[config.mk]
export PLATFORM = sky130hd
export DESIGN_NAME = tl_a_d_arbiter
export DESIGN_NICKNAME = d
export VERILOG_FILES = /design/src/rtl/tl_pkg.sv /design/src/rtl/tl_a_d_arbiter.sv
export SDC_FILE = /design/constraint.sdc
export NUM_CORES = 1
export LEC_CHECK = 0
export BUFFER_PORTS_ARGS = -buffer_cell sky130_fd_sc_hd__buf_2
export CORE_AREA = 2 2 392 394
export DETAILED_ROUTE_END_ITERATION = 8
export DIE_AREA = 0 0 394 396
export PLACE_DENSITY = 0.3
export SYNTH_ARGS = -nofsm -noshare
export SYNTH_HDL_FRONTEND = slang
export SYNTH_SLANG_ARGS = --single-unit
[constraint.sdc]
create_clock -name clk_i -period 6.9 [get_ports clk_i]
set_input_delay 1.38 -clock clk_i [delete_from_list [all_inputs] [get_ports clk_i]]
set_output_delay 1.38 -clock clk_i [all_outputs]
set_load 0.05 [all_outputs]
[src/rtl/tl_pkg.sv]
// TileLink A/D channel payload types and opcodes shared by the arbiter and its users.
package tl_pkg;

  localparam int TL_SRC_W = 4;
  localparam int TL_SZ_W  = 4;
  localparam int TL_AW    = 32;
  localparam int TL_DW    = 64;

  localparam logic [2:0] PutFullData    = 3'd0;
  localparam logic [2:0] PutPartialData = 3'd1;
  localparam logic [2:0] Get            = 3'd4;
  localparam logic [2:0] AccessAck      = 3'd0;
  localparam logic [2:0] AccessAckData  = 3'd1;

  typedef struct packed {
    logic [2:0]          opcode;
    logic [2:0]          param;
    logic [TL_SZ_W-1:0]  size;
    logic [TL_SRC_W-1:0] source;
    logic [TL_AW-1:0]    address;
    logic [TL_DW/8-1:0]  mask;
    logic [TL_DW-1:0]    data;
  } A_chan_bits_t;

  typedef struct packed {
    logic [2:0]          opcode;
    logic [2:0]          param;
    logic [TL_SZ_W-1:0]  size;
    logic [TL_SRC_W-1:0] source;
    logic                sink;
    logic                denied;
    logic [TL_DW-1:0]    data;
    logic                error;
  } D_chan_bits_t;

endpackage

[src/rtl/tl_a_d_arbiter.sv]
// N-to-1 TileLink A arbiter with burst lock and source-indexed D response routing.
// Define TL_ARB_FIXED_PRIO_EN for fixed priority (index 0 highest) instead of round-robin.
module tl_a_d_arbiter #(
  parameter int N_REQ      = 4,
  parameter int SRC_W      = 4,
  parameter int BEAT_BYTES = 8,
  parameter int MAX_SIZE   = 6
) (
  input  logic                                 clk_i,
  input  logic                                 rst_ni,
  input  logic [N_REQ-1:0]                     req_a_valid_i,
  output logic [N_REQ-1:0]                     req_a_ready_o,
  input  tl_pkg::A_chan_bits_t [N_REQ-1:0]     req_a_bits_i,
  output logic [N_REQ-1:0]                     req_d_valid_o,
  input  logic [N_REQ-1:0]                     req_d_ready_i,
  output tl_pkg::D_chan_bits_t [N_REQ-1:0]     req_d_bits_o,
  output logic                                 A_valid_o,
  input  logic                                 A_ready_i,
  output tl_pkg::A_chan_bits_t                 A_bits_o,
  input  logic                                 D_valid_i,
  output logic                                 D_ready_o,
  input  tl_pkg::D_chan_bits_t                 D_bits_i,
  output logic                                 unexp_d_o
);

  localparam int OWN_W = $clog2(N_REQ);
  localparam int NSRC  = 1 << SRC_W;
  localparam int CNT_W = MAX_SIZE + 1;
  localparam int BB_LG = $clog2(BEAT_BYTES);

  function automatic logic [CNT_W-1:0] beats_f(input logic [tl_pkg::TL_SZ_W-1:0] size,
                                               input logic multi);
    int sz;
    sz = int'(size);
    if (!multi || sz <= BB_LG) return CNT_W'(1);
    return CNT_W'(1 << (sz - BB_LG));
  endfunction

  logic [NSRC-1:0]            tbl_v_q;
  logic [NSRC-1:0][OWN_W-1:0] tbl_own_q;
  logic                       lock_q, hold_q, unexp_q;
  logic [CNT_W-1:0]           a_cnt_q, d_cnt_q;
  logic [OWN_W-1:0]           gnt_q, rr_ptr, arb_idx, gnt;
  logic [N_REQ-1:0]           elig;
  logic                       arb_hit, frozen, a_vld, a_hs, a_last, a_put;
  logic [CNT_W-1:0]           a_beats, d_beats;
  logic [SRC_W-1:0]           a_src, d_src;
  logic [OWN_W-1:0]           d_own;
  logic                       d_hit, d_hs, d_last;
  int                         k;

  always_comb begin
    elig = '0;
    for (int i = 0; i < N_REQ; i++)
      elig[i] = req_a_valid_i[i] && !tbl_v_q[req_a_bits_i[i].source[SRC_W-1:0]];
  end

  // Scan downwards so the smallest offset from rr_ptr is the last (winning) assignment.
  always_comb begin
    arb_idx = '0;
    arb_hit = 1'b0;
    k       = 0;
    for (int i = N_REQ - 1; i >= 0; i--) begin
      k = int'(rr_ptr) + i;
      if (k >= N_REQ) k = k - N_REQ;
      if (elig[k]) begin
        arb_idx = OWN_W'(k);
        arb_hit = 1'b1;
      end
    end
  end

  // A burst in progress holds its grant; a stalled first beat is held the same way.
  assign frozen   = lock_q || hold_q;
  assign gnt      = frozen ? gnt_q : arb_idx;
  assign a_vld    = frozen ? req_a_valid_i[gnt_q] : arb_hit;
  assign A_valid_o = a_vld;
  assign A_bits_o  = req_a_bits_i[gnt];
  assign a_hs     = a_vld && A_ready_i;
  assign a_src    = A_bits_o.source[SRC_W-1:0];
  assign a_put    = (A_bits_o.opcode == tl_pkg::PutFullData) ||
                    (A_bits_o.opcode == tl_pkg::PutPartialData);
  assign a_beats  = beats_f(A_bits_o.size, a_put);
  assign a_last   = lock_q ? (a_cnt_q == CNT_W'(1)) : (a_beats == CNT_W'(1));

  always_comb begin
    req_a_ready_o      = '0;
    req_a_ready_o[gnt] = A_ready_i && a_vld;
  end

  assign d_src   = D_bits_i.source[SRC_W-1:0];
  assign d_own   = tbl_own_q[d_src];
  assign d_hit   = tbl_v_q[d_src];
  assign D_ready_o = d_hit ? req_d_ready_i[d_own] : 1'b1;
  assign d_hs    = D_valid_i && D_ready_o && d_hit;
  assign d_beats = beats_f(D_bits_i.size, D_bits_i.opcode == tl_pkg::AccessAckData);
  assign d_last  = (d_cnt_q != '0) ? (d_cnt_q == CNT_W'(1)) : (d_beats == CNT_W'(1));
  assign unexp_d_o = unexp_q;

  always_comb begin
    req_d_valid_o        = '0;
    req_d_valid_o[d_own] = D_valid_i && d_hit;
    for (int i = 0; i < N_REQ; i++) req_d_bits_o[i] = D_bits_i;
  end

`ifdef TL_ARB_FIXED_PRIO_EN
  assign rr_ptr = '0;
`else
  logic [OWN_W-1:0] rr_ptr_q;
  assign rr_ptr = rr_ptr_q;

  always_ff @(posedge clk_i or negedge rst_ni) begin
    if (!rst_ni)
      rr_ptr_q <= '0;
    else if (a_hs && a_last)
      rr_ptr_q <= (gnt == OWN_W'(N_REQ - 1)) ? '0 : gnt + 1'b1;
  end
`endif

  always_ff @(posedge clk_i or negedge rst_ni) begin
    if (!rst_ni) begin
      lock_q    <= 1'b0;
      hold_q    <= 1'b0;
      gnt_q     <= '0;
      a_cnt_q   <= '0;
      d_cnt_q   <= '0;
      unexp_q   <= 1'b0;
      tbl_v_q   <= '0;
      tbl_own_q <= '0;
    end else begin
      gnt_q   <= gnt;
      hold_q  <= a_vld && !A_ready_i;
      unexp_q <= D_valid_i && !d_hit;
      if (a_hs) begin
        if (lock_q) begin
          a_cnt_q <= a_cnt_q - 1'b1;
          if (a_cnt_q == CNT_W'(1)) lock_q <= 1'b0;
        end else if (a_beats > CNT_W'(1)) begin
          lock_q  <= 1'b1;
          a_cnt_q <= a_beats - 1'b1;
        end
      end
      if (d_hs) begin
        if (d_cnt_q != '0)
          d_cnt_q <= d_cnt_q - 1'b1;
        else if (d_beats > CNT_W'(1))
          d_cnt_q <= d_beats - 1'b1;
      end
      // Clear precedes set so a same-cycle retire and reissue leaves the entry valid.
      if (d_hs && d_last) tbl_v_q[d_src] <= 1'b0;
      if (a_hs && !lock_q) begin
        tbl_v_q[a_src]   <= 1'b1;
        tbl_own_q[a_src] <= gnt;
      end
    end
  end

endmodule

# Word level (Yosys, flattened, before mapping)
# Index checks and enable logic that the tools add are counted.
# Widths: inputs -> output; s select.
[word_totals] word_cells=187 regBits=69 output_inout_bits=453
[op_classes] n_reduce_logical=36 add_sub_neg=14 n_lt_le_gt_ge=25 bitwise=5 muxes=74 shifts=2 n_eq_ne=7
[ops] operator="$bmux 118 s2" n=1
[ops] operator="$lt 32x4->1 const B" n=4
[ops] operator="$mux 32" n=4
[ops] operator="$mux 118" n=1
[ops] operator="$shl 1x32->7 const A" n=2
[ops] operator="$mux 7" n=8
[ops] operator="$bwmux 32" n=1
[ops] operator="$mux 1" n=32
[ops] operator="$mux 16" n=2
[ops] operator="$lt 4x5->1 const B" n=6
[ops] operator="$eq 7x1->1 const B" n=4
[ops] operator="$sub 7x1->7 const B" n=4
[ops] operator="$bmux 1 s4" n=5
[ops] operator="$logic_and 1x1->1" n=17
[ops] operator="$and 16x16->16" n=1
[ops] operator="$mux 2" n=8
[ops] operator="$not 16->16" n=1
[ops] operator="$or 16x16->16" n=1
[ops] operator="$gt 7x1->1 const B" n=2
[ops] operator="$bmux 1 s2" n=6
[ops] operator="$sub 3x3->4 const B" n=3
[ops] operator="$sub 4x2->5 const B" n=2
[ops] operator="$ge 3x3->1 const B" n=3
[ops] operator="$logic_not 1->1" n=9
[ops] operator="other kinds (21)" n=36

# Longest topological paths before layout
[depth] ltp_word=23 depth_mapped=20 mapped_depth_nobuf=18

# Worst setup path before layout
# Ideal clock, no wire load.
[synth_timing] path_kind="input-to-output" startpoint="input port req_a_bits_i[341] (netlist bit)" endpoint="output port A_bits_o[100] (netlist bit)" t_arrival_ps=5061 slack_ps=459 path_stages=14 path_cell_list="clkbuf_1 > mux2_2 > a221oi_1 > a32oi_1 > o21bai_1 > a311o_2 > nand2_2 > buf_6 > clkbuf_1 > clkbuf_1 > clkbuf_1 > nand2_1 > and3_1 > a31oi_1"
[synth_rtl] element="start, declared" line_no="tl_a_d_arbiter.sv:13" rtl="input tl_pkg::A_chan_bits_t [N_REQ-1:0] req_a_bits_i,"
[synth_rtl] element="end, declared" line_no="tl_a_d_arbiter.sv:19" rtl="output tl_pkg::A_chan_bits_t A_bits_o,"

==> results_dict.tcl <==
set metrics [dict create \
    period_share_pct 93.9 \
    ant_nets 0 \
    worstPathCellList "buf_2, mux2i_1, mux4_2, a32oi_2, o32ai_1, a311o_2, nand2_8, buf_4, nand2_1, and3_1, a31oi_1, buf_2" \
    die_y_um 396 \
    ios 1018 \
    p_int_mw 3.28 \
    combinationalPowerShare_pct 87.3 \
    drc 0 \
    finalClockSkew_ns 0.0117 \
    reg2reg_from "tbl_v_q[7]" \
    netlist_area_mm2 0.0112 \
    cp_common_cell "buf_2" \
    drive_gt1_share_pct 41.0 \
    seqPwrFrac_pct 8.3 \
    holdWs_ns 0.474 \
    overflow 0 \
    cts_tree "yes" \
    grt_pass1_vias 12796 \
    numPortBuffers 667 \
    wl_mm 79.8 \
    timing.rr.end "a_cnt_q[2]" \
    grt_pass1_wl_mm 106 \
    post_drt_wl_per_cell_um 20.0 \
    fin_tns_setup_ns 0 \
    min-delay-start "tbl_own_q[4]" \
    cts_resized 0 \
    setup_violations 0 \
    cp.arrival_ns 5.10 \
    switchingPower_mw 6.68 \
    min_period_ns 6.48 \
    crit_slowest_cell "a311o_2" \
    status "completed" \
    synth_seq_area_share_pct 15.3 \
    crit_type "in2out" \
    clockRootBuffer "clkbuf_16" \
    finalMaxSlewViolations 0 \
    htreeDepth 3 \
    grt_antenna_before_repair 54 \
    hold_path.class "reg2reg" \
    synthDistinctLibCells 81 \
    rr_worst_depth 18 \
    numCtsBuffers 9 \
    cp-end-kind "output pin" \
    hold-path-cell-count 2 \
    cts_max_path_buffers 2 \
    power.leakage_nw 6.89 \
    powerDensity_mw_per_mm2 660 \
    viasPerCell 3.23 \
    fp.dieW_um 394 \
    ir_drop_v 0.000365 \
    ys_ff_latch 69 \
    synth.area.top_cells "buf_4 22%, nand2_1 16%, dfrtp_1 15%, and3_1 6.8%, a31oi_1 6.5%" \
    worst_pin_slew_ns 0.962 \
    dp_hpwl_mm 69.6 \
    holdBufCountCts 0 \
    hold_path_end "tbl_own_q[4]" \
    cap_violations 0 \
    vias 12895 \
    synth_ff_type "dfrtp_1" \
    avgSynthCellArea_um2 6.85 \
    start_util_pct 7.42 \
    post-cts-setup-buffers 0 \
    timing.fmax_ghz 0.154 \
    yosys_warnings 0 \
    insertion_delay_ns 0.35 \
    syn_to_final_growth_pct 34.2 \
    cts.sinks 69 \
    async_reset_ff_share_pct 100 \
    die_area_mm2 0.156 \
    drtIter0Drc 804 \
    path_max_fanout 50 \
    grt_usage_pct 9.62 \
    slew_headroom_pct 35.9 \
    reg2reg_slack_ns 1.61 \
    clkPwrFrac_pct 4.4 \
    p_sw_share_pct 67.1 \
    rsz0062_at_grt "false" \
    synth_nets 2222 \
    grt_max_degree 87 \
    max_stage_delay_ns 0.55 \
    netlist_instances 1642 \
    first_pass_iters 7 \
    critical_path_required_ns 5.52 \
    yosysTopAreaCellShare_pct 21.8 \
    gp_congestion 0.882 \
    final_net_count 2524 \
    yosysTopAreaCell "buf_4" \
    path_clk_slew_ns 0.05 \
    rows 143 \
    core_area_mm2 0.152 \
    hold_violations 0 \
    synth-edff-count 0 \
    startpoint_type "primary input" \
]
## worst max path at each step
stage | slack (ns) | from | endpoint | cells past startpoint
6_report | 0.42 | req_a_bits_i[105] | A_bits_o[58] | 12
5_1_grt | 0.16 | req_a_bits_i[106] | A_bits_o[58] | 12
4_1_cts | 0.38 | req_a_bits_i[106] | A_bits_o[58] | 12
3_5_place_dp | 0.38 | req_a_bits_i[106] | A_bits_o[58] | 12
3_3_place_gp | 0.39 | req_a_bits_i[105] | A_bits_o[58] | 12
2_1_floorplan | 0.46 | req_a_bits_i[341] | A_bits_o[100] | 14
## state kept, by name (all words and copies together) (netlist names)
name	flops
tbl_own_q	32
rr_ptr	2
gnt_q	2
tbl_v_q	16
lock_q	1
a_cnt_q	7
unexp_d_o	1
hold_q	1
d_cnt_q	7
## cell type report
cell class	instances	area [um2]
Clock buffer	12	256
Timing Repair Buffer	712	3820
Multi-Input combinational cell	1128	6610
Sequential cell	69	1730
Tap cell	2030	2540
Clock inverter	4	22.5
Antenna cell	9	22.5
Inverter	24	100
Fill cell	17922	136000
## Yosys cell counts (15+ instances only)
master / instances
clkbuf_1: 84
mux2_2: 20
nand2b_1: 18
mux4_2: 25
and3_1: 122
dfrtp_1: 69
ha_1: 15
buf_4: 327
nor2_1: 49
a31oi_1: 116
nor3_1: 15
inv_1: 23
a21oi_1: 33
o21ai_0: 42
nand2_1: 493
mux2i_1: 28
## worst max-delay path: cells and delay by family
family / cells / cell delay [ns]
AND/OR/NAND/NOR: 3 / 0.59
buffers and inverters: 3 / 1.04
multiplexers: 2 / 0.63
AO/OA/AOI/OAI: 4 / 1.33
## kinds of logic (layout without fill, tap and decap cells)
family,count (synthesis),count (layout),share of synthesized area (%)
compound gates,268,268,16.3
other cells,0,9,0
fa+ha+maj,15,15,1.67
xor+xnor,2,2,0.156
buf+inv,445,752,26.0
flops,69,69,15.3
mux,79,79,10.1
simple gates,764,764,30.4
## layout by cell type, fill, tap and decap left out, types with 6 or more instances in the layout
cell type    n
diode_2      9
nand3_1     13
o211ai_1     7
nand2b_1    18
mux4_2      25
buf_2      665
mux2_2      20
inv_1       22
and3_1     122
clkbuf_16    9
o21ai_1      7
a31oi_1    116
or3_1        9
and2_1      11
ha_1        15
buf_4       36
a21oi_1     33
nor2b_1     12
mux2_1       6
mux2i_1     28
dfrtp_1     69
o21ai_0     42
nor2_1      49
buf_12      11
nor3_1      15
nand2_1    493
## power groups by stage
stage	sequential [mW]	combinational [mW]	clock (mW)
after detailed placement	0.832	8.80	0
after floorplan	0.723	6.53	0
final	0.822	8.70	0.443
after global placement	0.838	8.88	0
after CTS	0.824	8.83	0.455
after global routing	0.856	9.33	0.476
## through the flow
step                utilization (%)  cell area, um2  worst slack, ns  power, mW  cells
floorplan                         -           11200            0.459       7.26   1642
global placement               9.76           14800            0.388       9.72   3963
detailed placement             9.76           14800            0.384       9.63   3963
CTS                            9.95           15100            0.380       10.1   3979
global route                   9.95           15100            0.158       10.7   3980
finish                         9.96           15100            0.420       9.96   3988
## per-layer routing
| metal | global-route usage (%) | vias to the layer above | wire, um |
|---|---|---|---|
| met2 | 15.1 | 812 | 35500 |
| met3 | 5.52 | 175 | 11200 |
| li1 | - | 5929 | - |
| met5 | 0.770 | - | 327 |
| met4 | 2.31 | 26 | 2240 |
| met1 | 11.1 | 5953 | 30500 |
No activity file was read; power rests on OpenSTA's default activity.
